[src/rtl/axi_pkg.sv]
`default_nettype none
// ----------------------------------------------------------------------------
// Package : axi_pkg
// Shared AXI4 encodings, FSM state types and helpers for the burst master.
// Rev     : 1.0
// ----------------------------------------------------------------------------
package axi_pkg;

    localparam logic [1:0] AXI_BURST_INCR  = 2'b01;
    localparam logic [1:0] RESP_OKAY       = 2'b00;
    localparam logic [1:0] RESP_EXOKAY     = 2'b01;
    localparam logic [1:0] RESP_SLVERR     = 2'b10;
    localparam logic [1:0] RESP_DECERR     = 2'b11;
    localparam int         AXI_4K_BOUNDARY = 4096;

    typedef enum logic [2:0] {
        R_IDLE = 3'd0,
        R_CALC = 3'd1,
        R_ADDR = 3'd2,
        R_DATA = 3'd3,
        R_DONE = 3'd4
    } rd_state_t;

    typedef enum logic [2:0] {
        W_IDLE = 3'd0,
        W_CALC = 3'd1,
        W_ADDR = 3'd2,
        W_DATA = 3'd3,
        W_RESP = 3'd4,
        W_DONE = 3'd5
    } wr_state_t;

    function automatic logic [2:0] size_from_width(input int width);
        return 3'($clog2(width / 8));
    endfunction

    // Responses are ranked by their numeric code (DECERR worst).
    function automatic logic [1:0] resp_max(input logic [1:0] a, input logic [1:0] b);
        return (a > b) ? a : b;
    endfunction

endpackage
`default_nettype wire

[src/rtl/axi_burst_planner.sv]
`default_nettype none
// ----------------------------------------------------------------------------
// Module : axi_burst_planner
// Tracks address/remaining words of a transfer and sizes the next INCR burst.
// Rev    : 1.0
// ----------------------------------------------------------------------------
module axi_burst_planner
    import axi_pkg::*;
#(
    parameter int ADDR_WIDTH     = 32,
    parameter int LEN_WIDTH      = 16,
    parameter int MAX_BURST      = 16,
    parameter int BYTES_PER_BEAT = 4
) (
    input  logic                  clk,
    input  logic                  rst,
    input  logic                  load,
    input  logic [ADDR_WIDTH-1:0] load_addr,
    input  logic [LEN_WIDTH-1:0]  load_len,
    input  logic                  advance,
    output logic [ADDR_WIDTH-1:0] addr,
    output logic [LEN_WIDTH-1:0]  remaining,
    output logic [8:0]            next_beats
);

    localparam int OFFS = $clog2(BYTES_PER_BEAT);

    logic [12:0] page_bytes;
    logic [12:0] page_beats;
    logic [8:0]  cap;

    // Burst = min(remaining, MAX_BURST, beats left before the 4 KB page end).
    always_comb begin
        page_bytes = 13'(AXI_4K_BOUNDARY) - {1'b0, addr[11:0]};
        page_beats = page_bytes >> OFFS;
        cap        = 9'(MAX_BURST);
        if (32'(page_beats) < 32'(cap)) cap = 9'(page_beats);
        if (32'(remaining) < 32'(cap))  cap = 9'(remaining);
        next_beats = cap;
    end

    always_ff @(posedge clk or posedge rst) begin
        if (rst) begin
            addr      <= '0;
            remaining <= '0;
        end else if (load) begin
            addr      <= load_addr & ~ADDR_WIDTH'(BYTES_PER_BEAT - 1);
            remaining <= load_len;
        end else if (advance) begin
            addr      <= addr + (ADDR_WIDTH'(next_beats) << OFFS);
            remaining <= remaining - LEN_WIDTH'(next_beats);
        end
    end

endmodule
`default_nettype wire

[src/rtl/axi_master_burst.sv]
`default_nettype none
// ----------------------------------------------------------------------------
// Module : axi_master_burst
// AXI4 master with independent read/write engines splitting transfers into bursts.
// Rev    : 1.0
// ----------------------------------------------------------------------------
module axi_master_burst
    import axi_pkg::*;
#(
    parameter int DATA_WIDTH = 32,
    parameter int ADDR_WIDTH = 32,
    parameter int ID_WIDTH   = 4,
    parameter int LEN_WIDTH  = 16,
    parameter int MAX_BURST  = 16
) (
    input  logic                    i_axi_clk,
    input  logic                    i_axi_rst,
    input  logic                    i_rd_start_stb,
    input  logic [ID_WIDTH-1:0]     i_rd_id,
    input  logic [ADDR_WIDTH-1:0]   i_rd_addr,
    input  logic [LEN_WIDTH-1:0]    i_rd_len,
    output logic                    o_rd_ready,
    output logic                    o_rd_done_stb,
    output logic [1:0]              o_rd_resp,
    input  logic                    i_wr_start_stb,
    input  logic [ID_WIDTH-1:0]     i_wr_id,
    input  logic [ADDR_WIDTH-1:0]   i_wr_addr,
    input  logic [LEN_WIDTH-1:0]    i_wr_len,
    output logic                    o_wr_ready,
    output logic                    o_wr_done_stb,
    output logic [1:0]              o_wr_resp,
    input  logic [DATA_WIDTH-1:0]   usr_w_tdata,
    input  logic [DATA_WIDTH/8-1:0] usr_w_tstrb,
    input  logic                    usr_w_tvalid,
    output logic                    usr_w_tready,
    output logic [DATA_WIDTH-1:0]   usr_r_tdata,
    output logic                    usr_r_tlast,
    output logic                    usr_r_tvalid,
    input  logic                    usr_r_tready,
    output logic [ADDR_WIDTH-1:0]   axi_awaddr,
    output logic [ID_WIDTH-1:0]     axi_awid,
    output logic [7:0]              axi_awlen,
    output logic [2:0]              axi_awsize,
    output logic [1:0]              axi_awburst,
    output logic                    axi_awvalid,
    input  logic                    axi_awready,
    output logic [DATA_WIDTH-1:0]   axi_wdata,
    output logic [DATA_WIDTH/8-1:0] axi_wstrb,
    output logic                    axi_wlast,
    output logic                    axi_wvalid,
    input  logic                    axi_wready,
    input  logic [1:0]              axi_bresp,
    input  logic                    axi_bvalid,
    output logic                    axi_bready,
    output logic [ADDR_WIDTH-1:0]   axi_araddr,
    output logic [ID_WIDTH-1:0]     axi_arid,
    output logic [7:0]              axi_arlen,
    output logic [2:0]              axi_arsize,
    output logic [1:0]              axi_arburst,
    output logic                    axi_arvalid,
    input  logic                    axi_arready,
    input  logic [DATA_WIDTH-1:0]   axi_rdata,
    input  logic [1:0]              axi_rresp,
    input  logic                    axi_rlast,
    input  logic                    axi_rvalid,
    output logic                    axi_rready
);

    localparam int BYTES = DATA_WIDTH / 8;

    rd_state_t               rd_state;
    logic [ADDR_WIDTH-1:0]   rd_addr;
    logic [LEN_WIDTH-1:0]    rd_remaining;
    logic [8:0]              rd_next, rd_beats, rd_cnt;
    logic                    rd_last_burst, rd_load, rd_adv, rd_beat;

    wr_state_t               wr_state;
    logic [ADDR_WIDTH-1:0]   wr_addr;
    logic [LEN_WIDTH-1:0]    wr_remaining;
    logic [8:0]              wr_next, wr_beats, wr_cnt;
    logic                    wr_last_burst, wr_load, wr_adv, wr_beat;

    assign axi_arsize  = size_from_width(DATA_WIDTH);
    assign axi_awsize  = size_from_width(DATA_WIDTH);
    assign axi_arburst = AXI_BURST_INCR;
    assign axi_awburst = AXI_BURST_INCR;

    assign rd_load = (rd_state == R_IDLE) && i_rd_start_stb;
    assign rd_adv  = (rd_state == R_CALC) && (rd_next != 9'd0);
    assign wr_load = (wr_state == W_IDLE) && i_wr_start_stb;
    assign wr_adv  = (wr_state == W_CALC) && (wr_next != 9'd0);

    axi_burst_planner #(
        .ADDR_WIDTH(ADDR_WIDTH), .LEN_WIDTH(LEN_WIDTH),
        .MAX_BURST(MAX_BURST), .BYTES_PER_BEAT(BYTES)
    ) u_rd_plan (
        .clk(i_axi_clk), .rst(i_axi_rst), .load(rd_load), .load_addr(i_rd_addr),
        .load_len(i_rd_len), .advance(rd_adv), .addr(rd_addr),
        .remaining(rd_remaining), .next_beats(rd_next)
    );

    axi_burst_planner #(
        .ADDR_WIDTH(ADDR_WIDTH), .LEN_WIDTH(LEN_WIDTH),
        .MAX_BURST(MAX_BURST), .BYTES_PER_BEAT(BYTES)
    ) u_wr_plan (
        .clk(i_axi_clk), .rst(i_axi_rst), .load(wr_load), .load_addr(i_wr_addr),
        .load_len(i_wr_len), .advance(wr_adv), .addr(wr_addr),
        .remaining(wr_remaining), .next_beats(wr_next)
    );

    // Read data path is a zero-latency pass-through while a burst is active.
    assign axi_rready   = (rd_state == R_DATA) && usr_r_tready;
    assign usr_r_tvalid = (rd_state == R_DATA) && axi_rvalid;
    assign usr_r_tdata  = axi_rdata;
    assign usr_r_tlast  = usr_r_tvalid && axi_rlast && rd_last_burst;
    assign rd_beat      = (rd_state == R_DATA) && axi_rvalid && usr_r_tready;

    always_ff @(posedge i_axi_clk or posedge i_axi_rst) begin
        if (i_axi_rst) begin
            rd_state      <= R_IDLE;
            axi_arvalid   <= 1'b0;
            axi_araddr    <= '0;
            axi_arlen     <= '0;
            axi_arid      <= '0;
            rd_beats      <= '0;
            rd_cnt        <= '0;
            rd_last_burst <= 1'b0;
            o_rd_resp     <= RESP_OKAY;
            o_rd_ready    <= 1'b1;
            o_rd_done_stb <= 1'b0;
        end else begin
            o_rd_done_stb <= 1'b0;
            case (rd_state)
                R_IDLE: if (i_rd_start_stb) begin
                    axi_arid   <= i_rd_id;
                    o_rd_resp  <= RESP_OKAY;
                    o_rd_ready <= 1'b0;
                    rd_state   <= R_CALC;
                end
                R_CALC: if (rd_next == 9'd0) begin
                    o_rd_done_stb <= 1'b1;
                    rd_state      <= R_DONE;
                end else begin
                    axi_araddr    <= rd_addr;
                    axi_arlen     <= 8'(rd_next - 9'd1);
                    rd_beats      <= rd_next;
                    rd_cnt        <= '0;
                    rd_last_burst <= (rd_remaining == LEN_WIDTH'(rd_next));
                    axi_arvalid   <= 1'b1;
                    rd_state      <= R_ADDR;
                end
                R_ADDR: if (axi_arready) begin
                    axi_arvalid <= 1'b0;
                    rd_state    <= R_DATA;
                end
                R_DATA: if (rd_beat) begin
                    o_rd_resp <= resp_max(o_rd_resp, axi_rresp);
                    rd_cnt    <= rd_cnt + 9'd1;
                    if (rd_cnt == rd_beats - 9'd1) begin
                        o_rd_done_stb <= rd_last_burst;
                        rd_state      <= rd_last_burst ? R_DONE : R_CALC;
                    end
                end
                R_DONE: begin
                    o_rd_ready <= 1'b1;
                    rd_state   <= R_IDLE;
                end
                default: rd_state <= R_IDLE;
            endcase
        end
    end

    assign axi_wvalid   = (wr_state == W_DATA) && usr_w_tvalid;
    assign usr_w_tready = (wr_state == W_DATA) && axi_wready;
    assign axi_wdata    = usr_w_tdata;
    assign axi_wstrb    = usr_w_tstrb;
    assign axi_wlast    = (wr_state == W_DATA) && (wr_cnt == wr_beats - 9'd1);
    assign wr_beat      = axi_wvalid && axi_wready;

    always_ff @(posedge i_axi_clk or posedge i_axi_rst) begin
        if (i_axi_rst) begin
            wr_state      <= W_IDLE;
            axi_awvalid   <= 1'b0;
            axi_awaddr    <= '0;
            axi_awlen     <= '0;
            axi_awid      <= '0;
            axi_bready    <= 1'b0;
            wr_beats      <= '0;
            wr_cnt        <= '0;
            wr_last_burst <= 1'b0;
            o_wr_resp     <= RESP_OKAY;
            o_wr_ready    <= 1'b1;
            o_wr_done_stb <= 1'b0;
        end else begin
            o_wr_done_stb <= 1'b0;
            case (wr_state)
                W_IDLE: if (i_wr_start_stb) begin
                    axi_awid   <= i_wr_id;
                    o_wr_resp  <= RESP_OKAY;
                    o_wr_ready <= 1'b0;
                    wr_state   <= W_CALC;
                end
                W_CALC: if (wr_next == 9'd0) begin
                    o_wr_done_stb <= 1'b1;
                    wr_state      <= W_DONE;
                end else begin
                    axi_awaddr    <= wr_addr;
                    axi_awlen     <= 8'(wr_next - 9'd1);
                    wr_beats      <= wr_next;
                    wr_cnt        <= '0;
                    wr_last_burst <= (wr_remaining == LEN_WIDTH'(wr_next));
                    axi_awvalid   <= 1'b1;
                    wr_state      <= W_ADDR;
                end
                W_ADDR: if (axi_awready) begin
                    axi_awvalid <= 1'b0;
                    wr_state    <= W_DATA;
                end
                W_DATA: if (wr_beat) begin
                    wr_cnt <= wr_cnt + 9'd1;
                    if (axi_wlast) begin
                        axi_bready <= 1'b1;
                        wr_state   <= W_RESP;
                    end
                end
                W_RESP: if (axi_bvalid) begin
                    axi_bready    <= 1'b0;
                    o_wr_resp     <= resp_max(o_wr_resp, axi_bresp);
                    o_wr_done_stb <= wr_last_burst;
                    wr_state      <= wr_last_burst ? W_DONE : W_CALC;
                end
                W_DONE: begin
                    o_wr_ready <= 1'b1;
                    wr_state   <= W_IDLE;
                end
                default: wr_state <= W_IDLE;
            endcase
        end
    end

endmodule
`default_nettype wire

[config.mk]
export PLATFORM = sky130hd
export DESIGN_NAME = axi_master_burst
export DESIGN_NICKNAME = d
export VERILOG_FILES = /design/src/rtl/axi_pkg.sv /design/src/rtl/axi_burst_planner.sv /design/src/rtl/axi_master_burst.sv
export SDC_FILE = /design/constraint.sdc
export NUM_CORES = 1
export LEC_CHECK = 0
export BUFFER_PORTS_ARGS = -buffer_cell sky130_fd_sc_hd__buf_2
export CAP_MARGIN = 20
export CORE_MARGIN = 10
export CORE_UTILIZATION = 50
export DETAILED_ROUTE_END_ITERATION = 16
export PLACE_DENSITY = 0.84
export SYNTH_ARGS = -nofsm -noshare
export SYNTH_HDL_FRONTEND = slang
export SYNTH_SLANG_ARGS = --single-unit
[constraint.sdc]
create_clock -name i_axi_clk -period 20.8 [get_ports i_axi_clk]
set_clock_uncertainty 0.15 [all_clocks]
set_input_delay 3.12 -clock i_axi_clk [delete_from_list [all_inputs] [get_ports i_axi_clk]]
set_output_delay 3.12 -clock i_axi_clk [all_outputs]
set_load 0.02 [all_outputs]
==> flow_metrics.tcl <==
set metrics [dict create \
    synthArstFlopShare_pct 100 \
    synth_cell_type_count 92 \
    drt_iter0_markers 1172 \
    grt_pass1_wl_um 70700 \
    cts.clk_slew.worst_paths_ns 0.06 \
    rsz0062_at_grt "false" \
    cts_hold_buf 0 \
    gp_congestion 0.944 \
    cp.required_ns 21.07 \
    clk_latency_ns 0.54 \
    holdWs_ns 0.317 \
    worst_pin_slew_ns 0.929 \
    nFillCells 2700 \
    switching_share_pct 46.9 \
    stdcell_count 2301 \
    ioPinCount 371 \
    synth_area_um2 14900 \
    p_seq_share_pct 33.8 \
    seq_area_frac_synth_pct 38.9 \
    grt_start_max_net_pins 92 \
    cpMostUsedCell "inv_1" \
    post_cts_resized 0 \
    drcViolationCount 0 \
    dpl.hpwl_um 32000 \
    dieArea_um2 37000 \
    ant_nets 0 \
    crit_type "flop to flop" \
    setup_viol 0 \
    cp.arrival_ns 8.17 \
    cts.path.max_buffers 3 \
    run_status "finished clean" \
    num_rows 63 \
    die_h_um 192 \
    slowest_delay_ns 0.80 \
    p_leak_nw 7.73 \
    start_util_pct 50.4 \
    drive_gt1_share_pct 16.7 \
    start_kind "flop" \
    place_inst 2251 \
    avgSynthCellArea_um2 8.36 \
    hold_viol 0 \
    final_common_cell "nand2_1" \
    path_depth 27 \
    path_buf_inv 5 \
    drt_wl_total_um 43900 \
    antenna_found_initial 2 \
    powerDensity_nw_per_um2 149 \
    endpoint_kind "flop" \
    slowest_stage "o31ai_2" \
    cts_tree "built" \
    clock.fmax_mhz 127 \
    final_cell_mix "nand2_1, dfrtp_1, buf_2" \
    grt_pass1_vias 13500 \
    ys.flop_type "dfrtp_1" \
    regArea_um2 5780 \
    multiInputGateArea_um2 7950 \
    vias 13700 \
    ir_drop_mv 0.0898 \
    layout_min_cycle_time_ns 7.90 \
    clkPwrFrac_pct 18.2 \
    clock-sinks 231 \
    wl_per_cell_um 19.1 \
    synth-edff-count 0 \
    hp-class "flop to flop" \
    internal_power_mw 1.31 \
    post_cts_buffers 0 \
    rr_worst_depth 27 \
    p_sw_mw 1.16 \
    vias_per_cell 5.94 \
    pwr-share-comb_pct 48.0 \
    cap_violations 0 \
    path_max_fanout 12 \
    cp_top_family "compound AO/OA/AOI/OAI gates" \
    port_buffers 216 \
    core_area_um2 29500 \
    cts_made_buffers 27 \
    dr.pass1.iters 5 \
    final_nets 2132 \
    grt.overflow.total 0 \
    relSlewSlack_pct 37.7 \
    ys_ff_latch 231 \
    yosysWarnings 0 \
    setup_slack_ns 12.90 \
    tns_ns 0 \
    pre_cts_ws_ns 13.12 \
    synthCells 1777 \
    clk_root_buffer_cell "clkbuf_16" \
    fp.dieW_um 192 \
    htree_levels 1 \
    finalCritPeriodShare_pct 38.0 \
    area_growth_syn_to_layout_pct 11.3 \
    min_path_cells 2 \
    slew_viol_final 0 \
    grt_usage_pct 23.1 \
]
## kinds of logic after synthesis
| group | Yosys count | share of synthesized area (%) |
|---|---|---|
| AOI/OAI and AO/OA | 406 | 18.3 |
| xor gates and xnor gates | 113 | 6.66 |
| adders and majority gates | 58 | 4.89 |
| buffers and inverters | 237 | 8.37 |
| DFF | 231 | 38.9 |
| muxes | 9 | 0.640 |
| other | 2 | 0.0506 |
| and+or+nand+nor | 721 | 22.2 |
## metal layers
metal | vias to the layer above | GRT usage (%) | part of all wire [%]
met5 | - | 0 | 0
met4 | 0 | 7.72 | 2.9
met3 | 94 | 4.37 | 8.8
met2 | 622 | 36.3 | 45
met1 | 6600 | 31.2 | 43
li1 | 6348 | - | -
## registers in the layout, indices dropped and copies added, names as in the netlist, 3 cells and up
register             flops
axi_arid                 4
axi_awlen                8
wr_state                 3
wr_beats                 9
wr_cnt                   9
u_rd_plan.remaining     16
axi_araddr              30
axi_awid                 4
u_wr_plan.addr          30
u_rd_plan.addr          30
rd_state                 3
u_wr_plan.remaining     16
rd_cnt                   9
axi_awaddr              30
axi_arlen                8
rd_beats                 9
## worst paths after layout
path,slack (ns),to,start
max,12.90,u_wr_plan.addr[20],u_wr_plan.addr[2]
max in group asynchronous,16.15,wr_cnt[7],i_axi_rst
max reg2reg,12.90,u_wr_plan.addr[20],u_wr_plan.addr[2]
min in group asynchronous,2.51,o_wr_resp[1],i_axi_rst
min reg2reg,0.32,axi_araddr[30],axi_araddr[30]
min,0.32,axi_araddr[30],axi_araddr[30]
## stage by stage
step                area (µm²)  util [%]  power, mW
global route             16500      56.1       2.65
finish                   16500      56.1       2.47
floorplan                14900         -       1.67
detailed placement       15700      53.2       2.00
global placement         15700      53.2       1.96
CTS                      16500      56.0       2.46
## power groups by stage
| stage | sequential, mW | clock, mW | combinational (mW) |
|---|---|---|---|
| floorplan | 0.844 | 0 | 0.827 |
| global placement | 0.823 | 0 | 1.14 |
| detailed placement | 0.833 | 0 | 1.17 |
| CTS | 0.828 | 0.456 | 1.18 |
| global route | 0.861 | 0.473 | 1.32 |
| finish | 0.836 | 0.449 | 1.19 |
## cell type report
class                      count  area share, %
sequential                   231           35.0
clock inverter                 7          0.257
tap                          390           2.95
inverter                      70           1.63
clock buffer                  40           4.68
multi-input combinational   1329           48.1
timing repair buffer         233           7.41
antenna                        1         0.0151
## synthesized netlist by cell type, drive strengths merged, types with 7 or more instances
master | instances | area [µm²]
o21ai | 144 | 721
dfrtp | 229 | 5730
a21o | 13 | 97.6
nand4 | 31 | 194
clkbuf | 57 | 218
nor2 | 120 | 453
xnor2 | 64 | 561
a211oi | 9 | 72.6
nand3 | 49 | 255
nor3 | 37 | 195
nor4 | 10 | 62.6
or2 | 10 | 62.6
ha | 50 | 626
a22oi | 21 | 158
xor2 | 49 | 429
o31ai | 11 | 139
a311oi | 13 | 131
nand2b | 10 | 62.6
o211ai | 17 | 133
buf | 110 | 763
a21oi | 65 | 325
inv | 70 | 263
a22o | 8 | 78.8
and2 | 13 | 81.3
or4 | 7 | 56.3
or3 | 18 | 118
a31oi | 20 | 131
nand2 | 367 | 1390
o2111ai | 9 | 78.8
and3 | 22 | 138
o22ai | 12 | 75.1
## worst min-delay path: stages, from the launching register on
cell	delay, ns
dfrtp_1	0.33
nand2_1	0.05
nand2_1	0.05
No activity file was read; power rests on OpenSTA's default activity.
